$ cat src/rtl/hpdcache_sram_wmask_ctrl.sv
// hpdcache_sram_wmask_ctrl: valid/ready front end for a 1RW masked-write SRAM.
// Reads return through a credit-protected response FIFO, so read data is never dropped.
// Optional zero sweep of the array after reset: define HPDCACHE_SRAM_CTRL_INIT_EN.
module hpdcache_sram_wmask_ctrl #(
  parameter int unsigned ADDR_SIZE = 6,
  parameter int unsigned DATA_SIZE = 64,
  parameter int unsigned DEPTH     = 2**ADDR_SIZE,
  parameter int unsigned RSP_DEPTH = 2
) (
  input  logic                 clk,
  input  logic                 rst,
  input  logic                 req_valid,
  output logic                 req_ready,
  input  logic                 req_we,
  input  logic [ADDR_SIZE-1:0] req_addr,
  input  logic [DATA_SIZE-1:0] req_wdata,
  input  logic [DATA_SIZE-1:0] req_wmask,
  output logic                 rsp_valid,
  input  logic                 rsp_ready,
  output logic [DATA_SIZE-1:0] rsp_rdata,
  output logic                 busy,
  output logic                 sram_cs,
  output logic                 sram_we,
  output logic [ADDR_SIZE-1:0] sram_addr,
  output logic [DATA_SIZE-1:0] sram_wdata,
  output logic [DATA_SIZE-1:0] sram_wmask,
  input  logic [DATA_SIZE-1:0] sram_rdata
);

  localparam int unsigned PTR_W = (RSP_DEPTH > 1) ? $clog2(RSP_DEPTH) : 1;
  localparam int unsigned CNT_W = $clog2(RSP_DEPTH + 1);

  logic                 idle;
  logic                 req_fire;
  logic                 push;
  logic                 pop;
  logic                 has_credit;
  logic [CNT_W:0]       used;
  logic                 rd_inflight;
  logic [CNT_W-1:0]     occ;
  logic [PTR_W-1:0]     wptr;
  logic [PTR_W-1:0]     rptr;
  logic [DATA_SIZE-1:0] fifo_mem [RSP_DEPTH];

`ifdef HPDCACHE_SRAM_CTRL_INIT_EN
  typedef enum logic {INIT, IDLE} state_t;

  state_t               state;
  state_t               state_next;
  logic [ADDR_SIZE-1:0] init_cnt;
  logic [ADDR_SIZE-1:0] init_cnt_next;

  // State register and sweep address counter
  always_ff @(posedge clk or posedge rst) begin
    if (rst) begin
      state    <= INIT;
      init_cnt <= '0;
    end else begin
      state    <= state_next;
      init_cnt <= init_cnt_next;
    end
  end

  // Sweep sequencing: leave INIT once the last valid word has been written
  always_comb begin
    state_next    = state;
    init_cnt_next = init_cnt;
    if (state == INIT) begin
      init_cnt_next = init_cnt + ADDR_SIZE'(1);
      if (init_cnt == ADDR_SIZE'(DEPTH - 1)) begin
        state_next = IDLE;
      end
    end
  end

  assign idle = (state == IDLE);
  assign busy = (state == INIT);
`else
  assign idle = 1'b1;
  assign busy = 1'b0;
`endif

  // Reads need a free response slot; a pop in the same cycle releases one
  always_comb begin
    used       = (CNT_W+1)'(occ) + (CNT_W+1)'(rd_inflight) - (CNT_W+1)'(pop);
    has_credit = (used < (CNT_W+1)'(RSP_DEPTH));
    req_ready  = idle && (req_we || has_credit);
    req_fire   = req_valid && req_ready;
  end

  // SRAM port: request pass-through, overridden by the zero sweep while busy
  always_comb begin
    sram_cs    = req_fire;
    sram_we    = req_fire && req_we;
    sram_addr  = req_addr;
    sram_wdata = req_wdata;
    sram_wmask = req_wmask;
`ifdef HPDCACHE_SRAM_CTRL_INIT_EN
    if (state == INIT) begin
      sram_cs    = 1'b1;
      sram_we    = 1'b1;
      sram_addr  = init_cnt;
      sram_wdata = '0;
      sram_wmask = '1;
    end
`endif
  end

  assign push      = rd_inflight;
  assign pop       = rsp_valid && rsp_ready;
  assign rsp_valid = (occ != '0);
  assign rsp_rdata = fifo_mem[rptr];

  // Read-in-flight flag: SRAM data is valid the cycle after the read
  always_ff @(posedge clk or posedge rst) begin
    if (rst) begin
      rd_inflight <= 1'b0;
    end else begin
      rd_inflight <= req_fire && !req_we;
    end
  end

  // Response FIFO: circular buffer with wrapping pointers and occupancy count
  always_ff @(posedge clk or posedge rst) begin
    if (rst) begin
      wptr <= '0;
      rptr <= '0;
      occ  <= '0;
      for (int i = 0; i < int'(RSP_DEPTH); i++) begin
        fifo_mem[i] <= '0;
      end
    end else begin
      if (push) begin
        fifo_mem[wptr] <= sram_rdata;
        wptr <= (wptr == PTR_W'(RSP_DEPTH - 1)) ? '0 : wptr + PTR_W'(1);
      end
      if (pop) begin
        rptr <= (rptr == PTR_W'(RSP_DEPTH - 1)) ? '0 : rptr + PTR_W'(1);
      end
      case ({push, pop})
        2'b10:   occ <= occ + CNT_W'(1);
        2'b01:   occ <= occ - CNT_W'(1);
        default: occ <= occ;
      endcase
    end
  end

  // Credits must make a push into a full FIFO impossible
  a_no_push_full: assert property (@(posedge clk) disable iff (rst)
    !(push && !pop && (occ == CNT_W'(RSP_DEPTH))));

  // Every SRAM access must target a populated word
  a_addr_in_range: assert property (@(posedge clk) disable iff (rst)
    sram_cs |-> (32'(sram_addr) < DEPTH));

endmodule

$ cat config.mk
export PLATFORM = sky130hd
export DESIGN_NAME = hpdcache_sram_wmask_ctrl
export DESIGN_NICKNAME = d
export VERILOG_FILES = /design/src/rtl/hpdcache_sram_wmask_ctrl.sv
export SDC_FILE = /design/constraint.sdc
export NUM_CORES = 1
export LEC_CHECK = 0
export ABC_AREA = 1
export BUFFER_PORTS_ARGS = -buffer_cell sky130_fd_sc_hd__clkbuf_2
export CORE_AREA = 2 2 157 159
export CTS_CLUSTER_SIZE = 24
export DETAILED_ROUTE_END_ITERATION = 8
export DIE_AREA = 0 0 159 161
export PLACE_DENSITY = 0.7
export SETUP_SLACK_MARGIN = 0.4
export SLEW_MARGIN = 40
export SYNTH_ARGS = -nofsm -noshare
export SYNTH_HDL_FRONTEND = slang
export SYNTH_SLANG_ARGS = --single-unit
$ cat constraint.sdc
create_clock -name clk -period 8.46 [get_ports clk]
set_input_delay 0.423 -clock clk [delete_from_list [all_inputs] [get_ports clk]]
set_output_delay 0.423 -clock clk [all_outputs]
set_load 0.005 [all_outputs]
==> results of run 1 <==
==> through the flow <==
stage | worst slack [ps] | std cells
finish | 5370 | 1184
global route | 5170 | 1184
floorplan | 4480 | 864
global placement | 5840 | 1152
CTS | 5340 | 1184
detailed placement | 5780 | 1153
==> state kept, by name, summed over array words and instances (netlist names) <==
register	flops
occ	2
wptr	1
rptr	1
fifo_mem	128
push	1
==> power breakdown <==
group          switching, mW  leakage, nW  internal [mW]
Sequential             0.169         1.58          0.965
Combinational          0.683         2.31          0.496
Clock                  0.274        0.294          0.477
Total                   1.13         4.19           1.94
==> cells in the final DEF (no fill, tap or decap), types with 2 or more instances in the layout <==
cell type / instances
o21ai_2: 55
o21ai_1: 9
clkinv_2: 4
clkbuf_1: 3
clkbuf_8: 2
nand4_1: 2
clkbuf_2: 136
buf_4: 4
dfrtp_1: 132
ha_1: 2
inv_1: 74
nand2_1: 335
inv_2: 2
bufinv_16: 3
o21ai_0: 64
clkbuf_16: 17
clkinv_4: 2
nand3_1: 2
==> cell type report <==
class / count / area [um^2] / area share [%]
Timing Repair Buffer: 142 / 742 / 9.78
Sequential cell: 133 / 3330 / 43.9
Multi-Input combinational cell: 477 / 2220 / 29.3
Inverter: 77 / 294 / 3.88
Clock buffer: 22 / 464 / 6.12
Tap cell: 324 / 405 / 5.34
Clock inverter: 9 / 128 / 1.68
==> critical path: stages, from the launching register on <==
cell	delay, ps
dfrtp_1	430
inv_1	130
nand2_1	80
nand2_1	90
inv_1	60
ha_1	280
or2_2	300
fa_1	510
nand3_1	100
a21oi_1	140
clkbuf_2	130
==> logic make-up (layout without fill, tap and decap cells) <==
group                      count (synthesis)  in the layout
xor gates and xnor gates                   2              2
buffers and inverters                    254            250
and+or+nand+nor                          342            342
DFF                                      133            133
AOI/OAI and AO/OA                        129            129
other                                      1              1
adders and majority gates                  3              3
==> how the worst min path moves through the flow <==
stage / slack, ps / to / startpoint
final: 80 / fifo_mem[37] / rst
after CTS: 90 / fifo_mem[37] / rst
after detailed placement: 470 / fifo_mem[73] / fifo_mem[73]
after global routing: 120 / fifo_mem[96] / rst
after floorplan: 450 / fifo_mem[11] / fifo_mem[11]
after global placement: 460 / fifo_mem[73] / fifo_mem[73]
==> per-layer routing <==
layer | global-route usage (%) | wire, um | up-vias
met1 | 15.1 | 6640 | 2284
met4 | 6.12 | 626 | 0
met5 | 0 | 0 | -
met2 | 24.6 | 9270 | 285
met3 | 13.0 | 3550 | 30
li1 | - | - | 2463
==> impl_metrics.yaml, run 1 <==
run_status:
  status: "complete, no violations"
global_routing:
  grt_use_total_pct: 15.7
  grt_pass1_wl_um: 30400
  antenna_found_initial: 0
  grt_remaining_overflow: 0
  grt_pass1_vias: 4883
  grt_start_max_net_pins: 71
die:
  initial_utilization_pct: 29.7
  die_x_um: 159
  io_pins: 406
  rows: 57
  dieArea_um2: 25600
  dieHeight_um: 161
  core_um2: 24000
power:
  vdd_drop_max_uv: 162
  power_density_nw_per_um2: 404
  power_mw: 3.06
  power.static_leakage_nw: 4.19
clocking:
  cts_resized: 0
  postCtsHoldBufs: 0
  clk_latency_ps: 400
  cts_buffer_depth: 2
  cts_root_buffer: "clkbuf_16"
  cts_num_sinks: 133
  htree_num_levels: 4
  post_cts_buffers: 0
  numCtsBuffers: 17
  cts_tree: "built"
  clkTransAtPathRegs_ps: 60
routing:
  avgRoutedWirePerCell_um: 17.0
  avgViaCountPerCell: 4.28
  vias: 5062
  drt_wl_total_um: 20100
  drtIter0Drc: 331
  ant_nets: 0
  drc: 0
  dr.pass1.iters: 4
logic_synthesis:
  synthDominantCellAreaShare_pct: 46.8
  syn_area_per_cell_um2: 8.23
  syn_area_um2: 7110
  seq_area_frac_synth_pct: 46.8
  synth_warnings: 0
  ys_top_cells_by_area: "dfrtp_1 (47%), nand2_1 (18%), buf_4 (14%)"
  synth_top_family_by_area: "buffers and inverters"
  synth.area.mux_share_pct: 0
  synthTopCellsByCount: "nand2_1 (336), buf_4 (135), dfrtp_1 (133)"
  syn_nets: 1070
  synth_edf_count: 0
  synth_top_area_cell: "dfrtp_1"
  yosysMostFrequentCell: "nand2_1"
  synth_compound_area_share_pct: 12.0
  synth-simple-area-share_pct: 18.3
  async_reset_ff_share_pct: 100
  yosys.area_share.adder_pct: 0.634
  synth_xor_area_share_pct: 0.246
  synth_flop_cell: "dfrtp_1"
  synth_seq_cells: 133
  netlist_instances: 864
  synth.distinct_cells: 22
place:
  place.gp.congestion: 0.917
  portBuffers: 136
  hpwlAfterDp_um: 15000
  placed_area_um2: 7000
sta:
  post-route-period-util_pct: 36.5
  hold_viol: 0
  skew_ps: 5.46
  max_freq_ghz: 0.324
  relSlewSlack_pct: 43.9
  rsz0062_at_grt: "false"
  finalCriticalPeriod_ps: 3090
  fin_tns_setup_ps: 0
  slew_viol_final: 0
  tightest_slew_ps: 842
  holdWs_ps: 83.9
  setup_viol: 0
setup_path:
  cp-start-kind: "flip-flop"
  r2r-start: "occ[1]"
  endpoint: "sram_cs"
  critPathLaunch: "occ[1]"
  reg2regPathDepth: 12
  worstSetupPathType: "reg -> out"
  timing.rr.end: "push"
  path_max_fanout: 5
  rrSetupSlack_ps: 6270
  end_kind: "output pin"
  arrival_ps: 2660
  crit_required_ps: 8040
cells_and_area:
  fillers: 2553
  fin_nets: 1054
  drive_gt1_share_pct: 27.0
  design_area_um2: 7590
  antennaDiodeCount: 0
  area_growth_pct: 6.72
  utilization_pct: 31.7
flow_run:
  cap_viol_max_count: 0
worst_hold_path:
  worstHoldPathType: "in -> async"
(Power assumes the default switching activity.)
==> run 2, diff against run 1 <==
clock period = 3.1 ns   (was 8.46 ns; I/O delays follow)
==> run 2 against run 1 <==
Effect of this change: sequential cell count unchanged; global-route usage up 0.095 points; non-clock buffer count rose by 68; sequential power grew to 2.7 times the previous value; setup slack got worse by 4900 ps; critical path type unchanged; design area increased by 9.4%; worst hold slack got worse by 64 ps; clock skew increased by 4.2 ps.
==> impl_metrics.yaml, run 2 (synthesis results as in run 1) <==
sta:
  holdWs_ps: 19.6
  relSlewSlack_pct: 44.2
  slew_viol_final: 0
  max_freq_ghz: 0.384
  skew_ps: 9.61
  setup_viol: 0
  rsz0062_at_grt: "false"
  hold_viol: 0
  finalCriticalPeriod_ps: 2610
  tightest_slew_ps: 837
  post-route-period-util_pct: 84.1
  fin_tns_setup_ps: 0
routing:
  drtIter0Drc: 313
  drc: 0
  avgViaCountPerCell: 4.25
  drt_wl_total_um: 20300
  vias: 5316
  avgRoutedWirePerCell_um: 16.2
  ant_nets: 0
  dr.pass1.iters: 4
power:
  p_switching_mw: 3.15
  pwr-share-clk_pct: 23.8
  combPwrFrac_pct: 40.0
  swShare_pct: 36.9
  power.static_leakage_nw: 4.47
  internal_power_mw: 5.39
  power_density_nw_per_um2: 1030
  vdd_drop_max_uv: 455
  power_frac_seq_pct: 36.2
clocking:
  numCtsBuffers: 17
  clkTransAtPathRegs_ps: 60
  htree_num_levels: 4
  clk_latency_ps: 400
  cts_buffer_depth: 2
  cts_tree: "built"
  cts_root_buffer: "clkbuf_16"
  cts_num_sinks: 133
global_routing:
  grt_remaining_overflow: 0
  grt_use_total_pct: 15.7
  grt_start_max_net_pins: 134
  grt_pass1_vias: 5169
  antenna_found_initial: 1
  grt_pass1_wl_um: 31000
setup_path:
  path_max_fanout: 4
  critical-path-slowest-cell: "fa_2"
  critPathBufInv: 3
  cpLargestDelayFamily: "adder cells"
  crit_path_max_incr_delay_ps: 580
  arrival_ps: 2450
  crit_required_ps: 2940
  cpMostUsedCell: "nand2_2"
  cp-start-kind: "flip-flop"
  end_kind: "output pin"
  crit_cells: 10
  reg2regPathDepth: 9
  worstSetupPathType: "reg -> out"
  path_cells: "inv_2, nand2_2, nand2_2, inv_1, ha_4, or2_4, fa_2, nand3_2, a21oi_1, buf_2"
cells_and_area:
  final_cell_mix: "nand2_1 (333), clkbuf_2 (135), dfrtp_1 (132)"
  fin_nets: 1122
  fillers: 2509
  drive_gt1_share_pct: 26.3
  final_common_cell: "nand2_1"
  regMostFlops: "fifo_mem"
  reg.largest.list: "fifo_mem x128, occ x2"
  area_growth_pct: 16.8
  utilization_pct: 34.7
  largest_reg_flops: 128
  antennaDiodeCount: 0
die:
  io_pins: 406
  dieArea_um2: 25600
  rows: 57
  dieHeight_um: 161
  initial_utilization_pct: 29.7
  core_um2: 24000
  die_x_um: 159
run_status:
  status: "complete, no violations"
place:
  place.gp.congestion: 0.884
  portBuffers: 136
  hpwlAfterDp_um: 14300
flow_run:
  cap_viol_max_count: 0
worst_hold_path:
  worstHoldPathType: "in -> reg"
  hold_depth: 3
run 2: cell types whose count changed in the layout (fill, tap and decap cells not counted), sizes merged:
cell         previous run  this run
dlygate4sd3             0        62
buf                     6        13
clkinvlp                0         3
clkinv                  6         4
clkbuf                158       157
inv                    77        76
run 2: worst register-to-register path, delay by kind of cell, from the launching register on:
family / cells / cell delay (ps)
fa+ha+maj: 2 / 790
flops: 1 / 390
buf+inv: 3 / 250
simple gates: 4 / 490
run 2: what timing repair did:
item	4_1_cts	5_1_grt
pin swaps	0	4
hold endpoints to repair	103	0
hold buffers	62	0
setup endpoints to repair	2	2
buffers inserted	2	3
gates resized for setup	3	6
run 2: path summary, 6_finish.rpt:
check | from | to | slack (ps)
max | occ[1] | sram_cs | 490
min | sram_rdata[44] | fifo_mem[108] | 20
max reg2reg | occ[1] | push | 1130
min reg2reg | fifo_mem[117] | fifo_mem[117] | 480
max in group asynchronous | rst | rptr | 2020
min in group asynchronous | rst | fifo_mem[114] | 500
run 2: layout make-up:
type,count,area (um^2),share of cell area (%)
clock buffer,22,454,5.47
inverter,77,293,3.53
multi-input combinational,477,2250,27.1
tap,324,405,4.88
timing repair buffer,210,1440,17.4
clock inverter,9,129,1.55
sequential,133,3330,40.1
run 2: stage by stage:
| stage | setup slack, ps | instances | instance area [um^2] | power [mW] |
|---|---|---|---|---|
| after CTS | 407 | 1249 | 8260 | 8.61 |
| after floorplan | 901 | 864 | 7110 | 5.34 |
| final | 493 | 1252 | 8300 | 8.55 |
| after global routing | 393 | 1252 | 8300 | 9.30 |
| after detailed placement | 715 | 1154 | 7040 | 6.43 |
| after global placement | 753 | 1154 | 7040 | 6.33 |
run 2: power by group through the flow:
stage | Clock (mW) | Sequential, mW | Combinational (mW)
final | 2.03 | 3.10 | 3.42
after detailed placement | 0 | 3.12 | 3.31
after global routing | 2.18 | 3.20 | 3.92
after global placement | 0 | 3.08 | 3.25
after floorplan | 0 | 3.00 | 2.34
after CTS | 2.11 | 3.09 | 3.41
run 2: layer usage:
metal	global-route usage (%)	share of wire (%)
met2	25.9	47
met5	0	0.064
met1	15.0	35
met3	12.0	15
met4	5.95	3.0
==> run 3, diff against run 2 <==
ABC_AREA = 0   (was 1)
CORE_AREA = 2 2 159 161   (was 2 2 157 159)
DIE_AREA = 0 0 161 163   (was 0 0 159 161)
clock period = 2.2 ns   (was 3.1 ns; I/O delays follow)
==> run 3 against run 2 <==
Effect of this change: the run now ends with negative setup slack left; setup slack got worse by 880 ps; routed wire length fell by 34%; clock skew fell by 4.4 ps; largest power group unchanged.
==> impl_metrics.yaml, run 3 <==
die:
  dieHeight_um: 163
  core_um2: 24700
  io_pins: 406
  initial_utilization_pct: 27.9
  dieArea_um2: 26200
  rows: 58
  die_x_um: 161
sta:
  rsz0062_at_grt: "true"
  holdWs_ps: 115
  setup_ws_ps: -391
  hold_viol: 0
  fin_tns_setup_ps: -756
  post-route-period-util_pct: 118
  setup_viol: 2
  slew_viol_final: 0
  skew_ps: 5.24
  max_freq_ghz: 0.386
  finalCriticalPeriod_ps: 2590
cells_and_area:
  regMostFlops: "fifo_mem"
  fin_nets: 797
  largest_reg_flops: 128
  reg.largest.list: "fifo_mem x128, occ x2"
  final_cells: 934
  fillers: 2442
  antennaDiodeCount: 0
  final_cell_mix: "mux2_2 (184), dfrtp_1 (131), clkbuf_2 (127)"
  drive_gt1_share_pct: 64.1
  final_common_cell: "mux2_2"
  area_growth_pct: 22.3
routing:
  vias: 3892
  avgRoutedWirePerCell_um: 14.4
  drt_wl_total_um: 13500
  drtIter0Drc: 118
  drc: 0
  dr.pass1.iters: 4
  avgViaCountPerCell: 4.17
  ant_nets: 0
logic_synthesis:
  syn_area_um2: 6880
  yosysMostFrequentCell: "mux2_2"
  syn_nets: 711
  synth_flop_cell: "dfrtp_1"
  synthTopCellsByCount: "mux2_2 (192), buf_4 (135), dfrtp_1 (133)"
  synth_edf_count: 0
  synth_top_area_cell: "dfrtp_1"
  synth_seq_cells: 133
  seq_area_frac_synth_pct: 48.4
  netlist_instances: 505
  synth_warnings: 0
  syn_area_per_cell_um2: 13.6
  synth.distinct_cells: 22
  synthDominantCellAreaShare_pct: 48.4
  async_reset_ff_share_pct: 100
  ys_top_cells_by_area: "dfrtp_1 (48%), mux2_2 (31%), buf_4 (15%)"
clocking:
  htree_num_levels: 4
  numCtsBuffers: 17
  clkTransAtPathRegs_ps: 60
  clk_latency_ps: 400
  cts_tree: "built"
  cts_num_sinks: 133
  cts_root_buffer: "clkbuf_16"
  cts_buffer_depth: 2
setup_path:
  r2r-start: "occ[1]"
  crit_required_ps: 2090
  path_max_fanout: 2
  arrival_ps: 2480
  end_kind: "output pin"
  worstSetupPathType: "reg -> out"
  critPathLaunch: "occ[1]"
  cp-start-kind: "flip-flop"
worst_hold_path:
  worstHoldPathType: "in -> reg"
  min_from: "rsp_ready"
flow_run:
  cap_viol_max_count: 0
global_routing:
  grt_use_total_pct: 10.3
  grt_remaining_overflow: 0
  grt_start_max_net_pins: 63
  grt_pass1_vias: 4165
  antenna_found_initial: 0
  grt_pass1_wl_um: 21100
power:
  power.static_leakage_nw: 3.75
  vdd_drop_max_uv: 616
  power_mw: 12.2
  power_density_nw_per_um2: 1450
place:
  hpwlAfterDp_um: 8120
  place.gp.congestion: 0.679
  portBuffers: 136
  dp.cells: 828
run_status:
  violations: "negative setup slack"
  status: "finished with violations"
-- run 3: cell types whose count changed in the layout (fill, tap and decap cells not counted), moves of 5 or more --
cell,delta
o21ai_1,-9
mux2_2,+184
clkbuf_2,-8
mux2_4,+8
inv_1,-69
nand2_1,-332
o21ai_0,-64
buf_6,+9
dlygate4sd3_1,+5
o21ai_2,-55
-- run 3: power breakdown --
part | total (mW) | switching [mW] | internal, mW
logic | 5.29 | 1.89 | 3.40
registers | 4.32 | 0.593 | 3.72
clock network | 2.59 | 1.06 | 1.53
-- run 3: through the flow --
stage | cell area [um^2] | utilization (%) | worst slack, ps
final | 8410 | 34.1 | -391
after global routing | 8410 | 34.1 | -506
after CTS | 8260 | 33.5 | -417
after detailed placement | 6970 | 28.3 | -9.61
after global placement | 6970 | 28.3 | 16.1
after floorplan | 6910 | - | 54.3
-- run 3: cell families after synthesis --
group	synth area share, %
AO/OA/AOI/OAI	0.0727
XOR/XNOR	0.764
adder cells (fa/ha/maj)	0.655
buffers and inverters	17.7
flip-flops	48.4
multiplexers	31.4
other	0.0545
AND/OR/NAND/NOR	0.874
-- run 3: final timing paths --
path | slack (ps) | depth (start not counted) | to
worst min register to register | 500 | 1 | fifo_mem[4]
min in group asynchronous | 240 | 3 | fifo_mem[110]
worst min-delay path | 120 | 4 | rptr
worst max-delay path | -390 | 8 | sram_cs
max in group asynchronous | 1300 | 4 | fifo_mem[81]
worst max register to register | 50 | 9 | push
-- run 3: routing by layer --
| layer | track usage [%] | part of all wire (%) | vias up |
|---|---|---|---|
| met5 | 0 | 0 | - |
| met1 | 11.9 | 43 | 1967 |
| met3 | 3.92 | 6.3 | 30 |
| met2 | 17.0 | 49 | 134 |
| li1 | - | - | 1761 |
| met4 | 4.46 | 1.7 | 0 |
-- run 3: repair_timing --
action / 4_1_cts / 5_1_grt
resized for setup: 3 / 22
hold endpoints to repair: 143 / 0
endpoints found under the setup margin: 54 / 18
pin swaps: 5 / 0
hold buffers: 67 / 0
gates cloned: 1 / 2
setup buffers: 4 / 0
-- run 3: worst max-delay path, stage by stage, from the launching register on --
cell and delay (ps):
dfrtp_2 400, or2_4 230, and2_4 170, ha_4 200, or2b_1 230, fa_2 560
a21oi_2 60, nor2b_1 120, buf_2 120
-- run 3: final cells by class --
| type | count | area [um^2] | area share (%) |
|---|---|---|---|
| sequential | 133 | 3330 | 39.6 |
| multi-input combinational | 213 | 2410 | 28.6 |
| timing repair buffer | 222 | 1700 | 20.3 |
| clock buffer | 24 | 482 | 5.73 |
| tap | 330 | 413 | 4.91 |
| clock inverter | 8 | 51.3 | 0.610 |
| inverter | 4 | 18.8 | 0.223 |
